**src/rtl/ballot_collector_if.sv**
```systemverilog
// Voter-facing bus of the ballot collector: raw buttons and round control in,
// the latched ballot and round status out.
interface ballot_collector_if #(
    parameter int CNT_W = 8
);
    logic [3:0]       vote_btn;
    logic             start;
    logic             close;
    logic [3:0]       ballot;
    logic             ballot_valid;
    logic             round_open;
    logic [3:0]       voted;
    logic [CNT_W-1:0] round_cnt;

    modport master (
        output vote_btn, start, close,
        input  ballot, ballot_valid, round_open, voted, round_cnt
    );

    modport slave (
        input  vote_btn, start, close,
        output ballot, ballot_valid, round_open, voted, round_cnt
    );
endinterface

```
**src/rtl/ballot_collector.sv**
```systemverilog
// Conditions four voter pushbuttons and runs a timed voting round, presenting
// the closed-round ballot with a one-cycle valid strobe.
module ballot_collector #(
    parameter int DEBOUNCE = 16,
    parameter int WINDOW   = 1000,
    parameter int CNT_W    = 8
) (
    input  logic clk,
    input  logic rst_n,
    ballot_collector_if.slave bus
);
    localparam int DB_W  = $clog2(DEBOUNCE);
    localparam int WIN_W = $clog2(WINDOW);

    localparam logic [1:0] IDLE = 2'd0;
    localparam logic [1:0] OPEN = 2'd1;
    localparam logic [1:0] DONE = 2'd2;

    logic [3:0]       sync1, sync2;
    logic [3:0]       deb;
    logic [3:0]       press;
    logic [DB_W-1:0]  deb_cnt [4];
    logic [1:0]       state;
    logic [WIN_W-1:0] win_cnt;
    logic [3:0]       votes;
    logic [CNT_W-1:0] round_q;
    logic [3:0]       new_votes;

    always_ff @(posedge clk) begin
        if (!rst_n) begin
            sync1 <= '0;
            sync2 <= '0;
        end else begin
            sync1 <= bus.vote_btn;
            sync2 <= sync1;
        end
    end

    // The debounced level only follows the synchroniser after DEBOUNCE
    // consecutive disagreeing cycles; a rising toggle emits one press pulse.
    always_ff @(posedge clk) begin
        if (!rst_n) begin
            deb   <= '0;
            press <= '0;
            for (int k = 0; k < 4; k++) deb_cnt[k] <= '0;
        end else begin
            press <= '0;
            for (int k = 0; k < 4; k++) begin
                if (sync2[k] == deb[k]) begin
                    deb_cnt[k] <= '0;
                end else if (deb_cnt[k] == DB_W'(DEBOUNCE - 1)) begin
                    deb[k]     <= sync2[k];
                    press[k]   <= sync2[k];
                    deb_cnt[k] <= '0;
                end else begin
                    deb_cnt[k] <= deb_cnt[k] + DB_W'(1);
                end
            end
        end
    end

    assign new_votes = press & ~votes;

    // A voter's ballot bit and voted flag are set together and only ever
    // cleared together, so one register serves both outputs.
    always_ff @(posedge clk) begin
        if (!rst_n) begin
            state   <= IDLE;
            win_cnt <= '0;
            votes   <= '0;
            round_q <= '0;
        end else begin
            case (state)
                IDLE: begin
                    if (bus.start) begin
                        votes   <= '0;
                        win_cnt <= '0;
                        state   <= OPEN;
                    end
                end
                OPEN: begin
                    win_cnt <= win_cnt + WIN_W'(1);
                    votes   <= votes | new_votes;
                    if (bus.close || win_cnt == WIN_W'(WINDOW - 1)) begin
                        state   <= DONE;
                        round_q <= round_q + CNT_W'(1);
                    end
                end
                DONE:    state <= IDLE;
                default: state <= IDLE;
            endcase
        end
    end

    assign bus.ballot       = votes;
    assign bus.voted        = votes;
    assign bus.round_open   = (state == OPEN);
    assign bus.ballot_valid = (state == DONE);
    assign bus.round_cnt    = round_q;
endmodule

```
**src/flat_wrapper.sv**
```systemverilog
// flat-port wrapper written by rule: the top's interface ports become plain ports
module ballot_collector_flat 
#(
    parameter int DEBOUNCE = 16,
    parameter int WINDOW   = 1000,
    parameter int CNT_W    = 8
)
  (clk, rst_n, bus_vote_btn, bus_start, bus_close, bus_ballot, bus_ballot_valid, bus_round_open, bus_voted, bus_round_cnt);
  ballot_collector_if #(.CNT_W(CNT_W)) bus_i ();
  input  logic clk;
  input  logic rst_n;
  input wire logic [$bits(bus_i.vote_btn)-1:0] bus_vote_btn;
  input wire logic [$bits(bus_i.start)-1:0] bus_start;
  input wire logic [$bits(bus_i.close)-1:0] bus_close;
  output wire logic [$bits(bus_i.ballot)-1:0] bus_ballot;
  output wire logic [$bits(bus_i.ballot_valid)-1:0] bus_ballot_valid;
  output wire logic [$bits(bus_i.round_open)-1:0] bus_round_open;
  output wire logic [$bits(bus_i.voted)-1:0] bus_voted;
  output wire logic [$bits(bus_i.round_cnt)-1:0] bus_round_cnt;
  assign bus_i.vote_btn = bus_vote_btn;
  assign bus_i.start = bus_start;
  assign bus_i.close = bus_close;
  assign bus_ballot = bus_i.ballot;
  assign bus_ballot_valid = bus_i.ballot_valid;
  assign bus_round_open = bus_i.round_open;
  assign bus_voted = bus_i.voted;
  assign bus_round_cnt = bus_i.round_cnt;
  ballot_collector #(.DEBOUNCE(DEBOUNCE), .WINDOW(WINDOW), .CNT_W(CNT_W)) u_core (.clk(clk), .rst_n(rst_n), .bus(bus_i));
endmodule
```
**config.mk**
```make
export PLATFORM = sky130hd
export DESIGN_NAME = ballot_collector_flat
export DESIGN_NICKNAME = d
export VERILOG_FILES = /design/src/rtl/ballot_collector_if.sv /design/src/rtl/ballot_collector.sv /design/src/flat_wrapper.sv
export SDC_FILE = /design/constraint.sdc
export NUM_CORES = 1
export LEC_CHECK = 0
export CAP_MARGIN = 20
export CORE_MARGIN = 2
export CORE_UTILIZATION = 40
export CTS_CLUSTER_SIZE = 8
export DETAILED_ROUTE_END_ITERATION = 6
export DONT_BUFFER_PORTS = 1
export GPL_TIMING_DRIVEN = 0
export MAX_ROUTING_LAYER = met4
export SYNTH_ARGS = -nofsm -noshare
export SYNTH_HDL_FRONTEND = slang
export SYNTH_SLANG_ARGS = --single-unit
```
**constraint.sdc**
```tcl
create_clock -name clk -period 1.8 [get_ports clk]
set_input_delay 0.27 -clock clk [delete_from_list [all_inputs] [get_ports clk]]
set_output_delay 0.27 -clock clk [all_outputs]
set_load 0.1 [all_outputs]
```
Yosys cells after proc, flatten, opt, wreduce, memory -nomap -nowiden
Memories as Yosys holds them, arrays and structs flattened. Index checks and enable logic that the tools add are counted.

Multiplexer cells: 64. Equality and inequality tests: 13. Reductions and logical operators: 14. Bitwise logic cells: 24. Add/subtract/negate cells: 6.

Operator list (number): 4-bit 2-to-1 mux (13); 1-bit 2-to-1 mux (45); 10-bit case mux with 2 select lines (1); 4-bit by 1-bit adder with 4-bit output (second input constant) (4); 4-bit equality test (second input constant) (4); 2-bit AND reduction (7); 1-bit bitwise OR (12); 3-bit OR reduction (4); 10-bit by 1-bit adder with 10-bit output (second input constant) (1); 10-bit equality test (second input constant) (1); 10-bit 2-to-1 mux (1); 1-bit NOT (9); 8-bit by 1-bit adder with 8-bit output (second input constant) (1); 4-bit case mux with 2 select lines (1); 4-bit AND (1); 1-bit equality test (4); 2-bit 2-to-1 mux (2); 4-bit NOT (1); 4-bit bitwise OR (1); 2-bit case mux with 2 select lines (1); 2-bit by 1-bit equality test with 1-bit output (second input constant) (1); 2-bit equality test (second input constant) (1); 2-bit zero test (1); 2-bit by 1-bit != test with 1-bit output (second input constant) (1); 3 further kinds (3).

Output and inout bits: 18. RAM bits: 16. Memories kept: 1. Register bits: 40. Logic and storage cells: 136. Input port bits: 8.

Memories: u_core.deb_cnt (words 4, width 4, rd ports 4, clocked after memory_dff 0, wr ports 4, RTL line ballot_collector.sv:22) `logic [DB_W-1:0] deb_cnt [4];`.

Depth between registers and ports, before layout
Gate-level depths: netlist of the first run.

Depth in word-level cells: 7. Gate-level depth with buffers: 6. Gate-level depth less buffers: 5.

Worst setup path before layout of the first run
No wires, ideal clock.

Path kind: reg-to-output. Start: register u_core.state[1]. End: output port bus_ballot_valid. Data required time: 1.530 ns. Path buffers: 1. Data arrival time: 2.000 ns. Setup slack: -0.470 ns. Stages on the path, launching flop included: 3. Cells stage by stage: dfxtp_1 clkbuf_1 nor2b_1.

Longest elaborated chain between the ends: 1.

RTL lines: start, declared (RTL line ballot_collector.sv:23) `logic [1:0] state;`; start signal, assigned (RTL line ballot_collector.sv:68) `state <= IDLE;`; start signal, assigned (RTL line ballot_collector.sv:78) `state <= OPEN;`; start signal, assigned (RTL line ballot_collector.sv:85) `state <= DONE;`; 2-bit equality test (RTL line ballot_collector.sv:98) `assign bus.ballot_valid = (state == DONE);`; end, declared (RTL line flat_wrapper.sv:16) `output wire logic [$bits(bus_i.ballot_valid)-1:0] bus_ballot_valid;`.

Every way passes these cells.

Final worst setup path of the first run
Start: register u_core.state[0]. End: output port bus_ballot_valid.

Same word-level chain as after synthesis.

==> impl_metrics.ini, run 1 <==
[outcome]
run_status = finished clean

[logic_synthesis]
ys.warnings.count = 0
synth_cell_type_count = 41
synth.largest_area_cell = dfxtp_1
synthCells = 252
synth_enable_flop_cells = 16
syn_area_per_cell_um2 = 9.81
post_synth_main_area_contributors = dfxtp_1 32%, edfxtp_1 19%, nor2_1 4.4%
syn-cell-area_mm2 = 0.00247
most_used_dff_post_synth = dfxtp_1
register_bit_count_reported_by_yosys = 56
asyncSetResetFlopFracSynth_pct = 0
synth.top_cell.area_share_pct = 32.4
seq_area_frac_synth_pct = 51.8

[critical_path]
worst_r2r_path_depth = 5
path_cells = buf_2 -> nor2b_4
startpoint_type = flop
worst-r2r-setup-slack_ps = 140
endpoint_kind = output port
regToRegStartpoint = u_core.win_cnt[0]
timing.critical_path.slowest_cell_delay_ps = 530
timing.critical_path.slowest_stage_cell = nor2b_4
critical_path_arrival_ps = 1440
worst-setup-path-type = flop to output port
cp_max_fo = 10
crit_required_ps = 1530
crit-reg2reg-capture = u_core.bus.round_cnt[4]

[cells_and_area]
nNetsFinal = 288
final_std_cells_w_o_fill = 350
fillers = 580
flow.area_growth_from_synthesis_pct = 12.9
drive_above_1_share_pct = 13.1
diodes = 0
finalCoreUtilization_pct = 46.8

[run]
maxCapViolCount = 0

[detailed_routing]
antenna_violating_nets_post_route = 0
dr.first_iter.drc_count = 53
vias = 1792
route.final.wire_length_mm = 4.40
avgViaCountPerCell = 5.12
post-route-drc-count = 0
detailedRoute.firstPassIterationCount = 4
routedWlPerCell_um = 12.6

[global_routing]
groute.usage.overall_pct = 14.7
grt_max_degree = 17
global_route.overflow_total = 0
grt_pass1_vias = 1612
antenna_found_initial = 0
grt_first_pass_wirelength_mm = 7.43

[pwr]
total_leakage_power_nw = 1.10
power.density_mw_per_mm2 = 832
power.combinational.fraction_pct = 6.0
power.clock.fraction_pct = 35.7
swShare_pct = 23.6
seqPwrFrac_pct = 58.3
ir_drop_uv = 460
power.internal_mw = 1.78
power.net_switching_uw = 547

[placed_design]
place.detailed.hpwl_mm = 3.09
global_placer_s_final_weighted_congestion = 0.711
place.detailed.instances = 342
place.port_buffers = 0

[timing]
layout_worst_path_cycle_share_pct = 95.3
number_of_endpoints_with_negative_hold_slack_in_the_final_report = 0
rsz0062_at_grt = false
setup_tns_final_ps = 0
transition_time_at_the_pin_with_the_least_slew_margin_ps = 972
slew_violations = 0
skew_ps = 5.47
report.final.setup_viol = 0
final_period_minus_worst_setup_slack_ps = 1710
timing.slew.headroom_pct = 35.1
clock.fmax_mhz = 583

[floorplanning]
floorplan.initialDensity_pct = 41.5
vert_die_dim_um = 82.6
row_count = 28
die_x_um = 82.6
dieArea_mm2 = 0.00682
io_pins = 26
core_mm2 = 0.00596

[hold_path]
min-delay-start = bus_vote_btn[3]
hold-path-cell-count = 1
min-delay-path-class = input pin to flop
min_delay_worst_endpoint = u_core.sync1[3]

[cts]
clock_insertion_delay_worst_skew_ps = 320
inserted_clock_buffers = 5
numClockSinks = 56
h-tree-depth = 2
clkSlewWorstSetupHoldPaths_ps = 100
post_cts.repair.setup_buffers = 0
ctsLongestPathBuffers = 2
root_buffer = clkbuf_8
total_of_hold_buffers_inserted_after_clock_tree_synthesis = 0
cts_resized = 15
clock_tree_from_tritoncts = done
[state kept, by name (all words and copies together) (netlist names)]
| register | flops |
|---|---|
| u_core.win_cnt | 10 |
| u_core.sync2 | 4 |
| u_core.deb_cnt | 16 |
| u_core.deb | 4 |
| u_core.press | 4 |
| u_core.sync1 | 4 |
| u_core.bus.ballot | 4 |
| u_core.state | 2 |
| u_core.bus.round_cnt | 8 |
[layout make-up]
cell class | instances | area, um2 | area share, %
plain buffers | 14 | 83.8 | 3.00
multi-input cells | 190 | 1160 | 41.6
well taps | 75 | 93.8 | 3.36
clock buffers | 6 | 72.6 | 2.60
clock inverters | 2 | 35.0 | 1.26
inverters | 7 | 31.3 | 1.12
flip-flops and latches | 56 | 1310 | 47.0
[worst max path at each step]
stage                                       start                       to  slack (ps)  depth (start not counted)
after global placement            u_core.state[1]         bus_ballot_valid        -200                          2
after global routing            u_core.win_cnt[0]  u_core.bus.round_cnt[7]          20                          6
after detailed placement          u_core.state[1]         bus_ballot_valid        -210                          2
after floorplan           u_core.bus.round_cnt[6]  u_core.bus.round_cnt[7]          40                          3
after CTS                         u_core.state[1]           bus_round_open        -0.7                          3
final                             u_core.state[0]         bus_ballot_valid          90                          2
[layout by cell type (no fill, tap or decap), drive strengths merged, types with 7 or more instances in the layout]
cell type and count:
dfxtp 40, nor2 29, nand3 17, edfxtp 16, conb 16, nand2 15
clkbuf 15, a21oi 13, xor2 10, and2 10, o21ai 9, o31ai 8
inv 7
[cells in the mapped netlist, drive strengths merged (2+ instances only)]
cell    count
mux2        3
inv         7
edfxtp     16
nor2       29
nor3        6
and2       10
clkbuf      9
xor2       10
and3        6
nand3      17
nand2b      3
mux2i       6
o31ai       8
buf         5
o21ai       9
xnor2       2
dfxtp      40
and4        2
a41oi       3
nor2b       5
ha          6
a21oi      13
o21bai      2
nand2      15
a22oi       4
a31oi       3
or4         5
[cells by family (layout without fill, tap and decap cells)]
family / count (synthesis) / in the layout / synth area share [%]
AOI/OAI and AO/OA: 43 / 43 / 11.5
xor gates and xnor gates: 12 / 12 / 4.25
adders and majority gates: 6 / 6 / 3.04
buffers and inverters: 21 / 29 / 3.85
DFF: 56 / 56 / 51.8
muxes: 9 / 9 / 3.80
other: 1 / 16 / 0.152
and+or+nand+nor: 104 / 104 / 21.6
[worst max-delay path: cells and delay by family (launching register included)]
kind,cells,cell delay [ps]
DFF,1,370
buffers and inverters,1,220
and+or+nand+nor,1,530
[metrics by stage]
stage                     worst slack (ps)  total power [mW]  cell area (um2)  hold slack [ps]
after floorplan                       41.2              1.49             2540              397
after global placement                -203              1.52             2630              398
after detailed placement              -206              1.53             2630              400
after CTS                           -0.714              2.36             2770             61.6
after global routing                  16.3              2.41             2790             59.5
final                                 85.3              2.32             2790             73.1
[per-layer routing]
metal  routed length [um]  track usage (%)
met4                   78             6.39
met1                 2110             18.1
met3                  294             4.67
met2                 1910             22.0
met5                    0                -
[power by group through the flow]
stage               registers, mW  clock network (mW)  logic [mW]
CTS                          1.36               0.861       0.139
finish                       1.35               0.829       0.140
global route                 1.36               0.897       0.158
detailed placement           1.39                   0       0.135
floorplan                    1.38                   0       0.109
global placement             1.39                   0       0.134
Note: power is estimated with default switching activity, not from simulation.
==> run 2: changes to the inputs <==
--- a/config.mk
+++ b/config.mk
@@ -5,6 +5,7 @@
 export SDC_FILE = /design/constraint.sdc
 export NUM_CORES = 1
 export LEC_CHECK = 0
+export ABC_CLOCK_PERIOD_IN_PS = 1800
 export CAP_MARGIN = 20
 export CORE_MARGIN = 2
 export CORE_UTILIZATION = 40
==> results of run 2 <==
Final layout, timing and power as in run 1 (identical DEF).
==> run 3: changes to the inputs <==
--- a/config.mk
+++ b/config.mk
@@ -9,10 +9,8 @@
 export CAP_MARGIN = 20
 export CORE_MARGIN = 2
 export CORE_UTILIZATION = 40
-export CTS_CLUSTER_SIZE = 8
 export DETAILED_ROUTE_END_ITERATION = 6
 export DONT_BUFFER_PORTS = 1
-export GPL_TIMING_DRIVEN = 0
 export MAX_ROUTING_LAYER = met4
 export SYNTH_ARGS = -nofsm -noshare
 export SYNTH_HDL_FRONTEND = slang
==> run 3 against run 2 <==
Effect of this change:
- routed wire length is 3.9% lower
- largest power group unchanged
- core utilization is 2.1 points higher
- first-iteration DRC count is 13% higher
- critical endpoint is now u_core.bus.round_cnt[3]
- die area stayed put
- register-to-register slack worse by 40 ps
- critical path depth is 3 higher
- final cell count is 3.4% higher
- hold slack hardly changed
- count of clock-buffer cells in the layout is 1 lower
- fmax is 0.95% higher
==> impl_metrics.ini, run 3 (synthesized netlist as in run 1, its figures left out) <==
[outcome]
run_status = finished clean

[detailed_routing]
antenna_violating_nets_post_route = 0
detailedRoute.firstPassIterationCount = 4
post-route-drc-count = 0
route.final.wire_length_mm = 4.23
avgViaCountPerCell = 5.04
vias = 1824
dr.first_iter.drc_count = 60
routedWlPerCell_um = 11.7

[pwr]
ir_drop_uv = 474
total_leakage_power_nw = 1.19
post-layout-total-power_mw = 2.21
power.density_mw_per_mm2 = 759

[cells_and_area]
drive_above_1_share_pct = 19.2
layout.cells.most_common_list = 29 x nor2_1, 29 x dfxtp_1, 22 x buf_4
stdcell_area_mm2 = 0.00292
diodes = 0
largest_register_ff_count = 16
seq_area_mm2 = 0.00129
nNetsFinal = 300
regMostFlops = u_core.deb_cnt
multi_input_comb_area_mm2 = 0.00116
flow.area_growth_from_synthesis_pct = 18.0
fillers = 570

[global_routing]
grt_max_degree = 24
antenna_found_initial = 0
global_route.overflow_total = 0
groute.usage.overall_pct = 14.3
grt_first_pass_wirelength_mm = 7.22
grt_pass1_vias = 1623

[timing]
final_period_minus_worst_setup_slack_ps = 1700
setup_tns_final_ps = 0
number_of_endpoints_with_negative_hold_slack_in_the_final_report = 0
report.final.setup_viol = 0
skew_ps = 8.11
timing.slew.headroom_pct = 64.0
layout_worst_path_cycle_share_pct = 94.4
clock.fmax_mhz = 589
transition_time_at_the_pin_with_the_least_slew_margin_ps = 545
slew_violations = 0

[cts]
inserted_clock_buffers = 5
clock_insertion_delay_worst_skew_ps = 310
h-tree-depth = 2
root_buffer = clkbuf_8
numClockSinks = 56
ctsLongestPathBuffers = 2
clkSlewWorstSetupHoldPaths_ps = 100
clock_tree_from_tritoncts = done

[run]
maxCapViolCount = 0

[floorplanning]
floorplan.initialDensity_pct = 41.5
die_x_um = 82.6
io_pins = 26
vert_die_dim_um = 82.6
core_mm2 = 0.00596
row_count = 28
dieArea_mm2 = 0.00682

[critical_path]
startpoint_type = flop
endpoint_kind = flop
crit_required_ps = 2040
cp_max_fo = 14
critical_path_arrival_ps = 1940
worst-setup-path-type = flop to flop

[placed_design]
detailed_place.area_mm2 = 0.00278
global_placer_s_final_weighted_congestion = 0.761
place.detailed.hpwl_mm = 2.93
place.port_buffers = 0

[hold_path]
min-delay-path-class = input pin to flop
==> run 3: critical path, cell delays in order, from the launching register on <==
cell      delay (ps)
dfxtp_2          360
ha_1             180
and4bb_1         250
a31oi_4          180
or4_4            520
a21oi_2          140
==> run 3: repair_timing <==
action                     4_1_cts  5_1_grt
setup endpoints to repair        0        7
setup buffers                    0        5
hold buffers                     0        0
gates resized for setup          0        4
==> run 3: metal layers <==
| metal | GRT usage (%) | routed length, um |
|---|---|---|
| met5 | - | 0 |
| met4 | 6.07 | 65 |
| met3 | 3.80 | 173 |
| met2 | 22.6 | 1880 |
| met1 | 17.3 | 2110 |
==> run 3: final timing paths <==
| check | startpoint | endpoint | slack, ps | cells after the start |
|---|---|---|---|---|
| setup / recovery | u_core.win_cnt[0] | u_core.bus.round_cnt[3] | 100 | 5 |
| hold reg to reg | u_core.sync1[1] | u_core.sync2[1] | 440 | 1 |
| setup reg to reg | u_core.win_cnt[0] | u_core.bus.round_cnt[3] | 100 | 5 |
| hold / removal | bus_vote_btn[1] | u_core.sync1[1] | 70 | 1 |
==> run 3: final cells by class <==
type                       count  share of cell area [%]
clock buffer                   5                    2.36
clock inverter                 3                   0.773
inverter                       7                   0.901
multi-input combinational    190                    39.9
sequential                    56                    44.4
tap                           75                    3.22
timing repair buffer          26                    8.41
==> run 3: stage by stage <==
step	hold WS [ps]	instances	util [%]	setup WS (ps)
5_1_grt	46.6	362	48.9	-36.4
3_3_place_gp	398	349	46.6	122
2_1_floorplan	397	267	-	41.2
3_5_place_dp	400	349	46.6	62.4
6_report	73.3	362	48.9	101
4_1_cts	57.8	357	48.1	39.5
==> run 3: where the power goes <==
part / total (mW) / internal (mW) / switching [mW]
sequential: 1.35 / 1.33 / 0.0211
combinational: 0.168 / 0.0623 / 0.106
clock: 0.698 / 0.280 / 0.418
total: 2.21 / 1.67 / 0.545
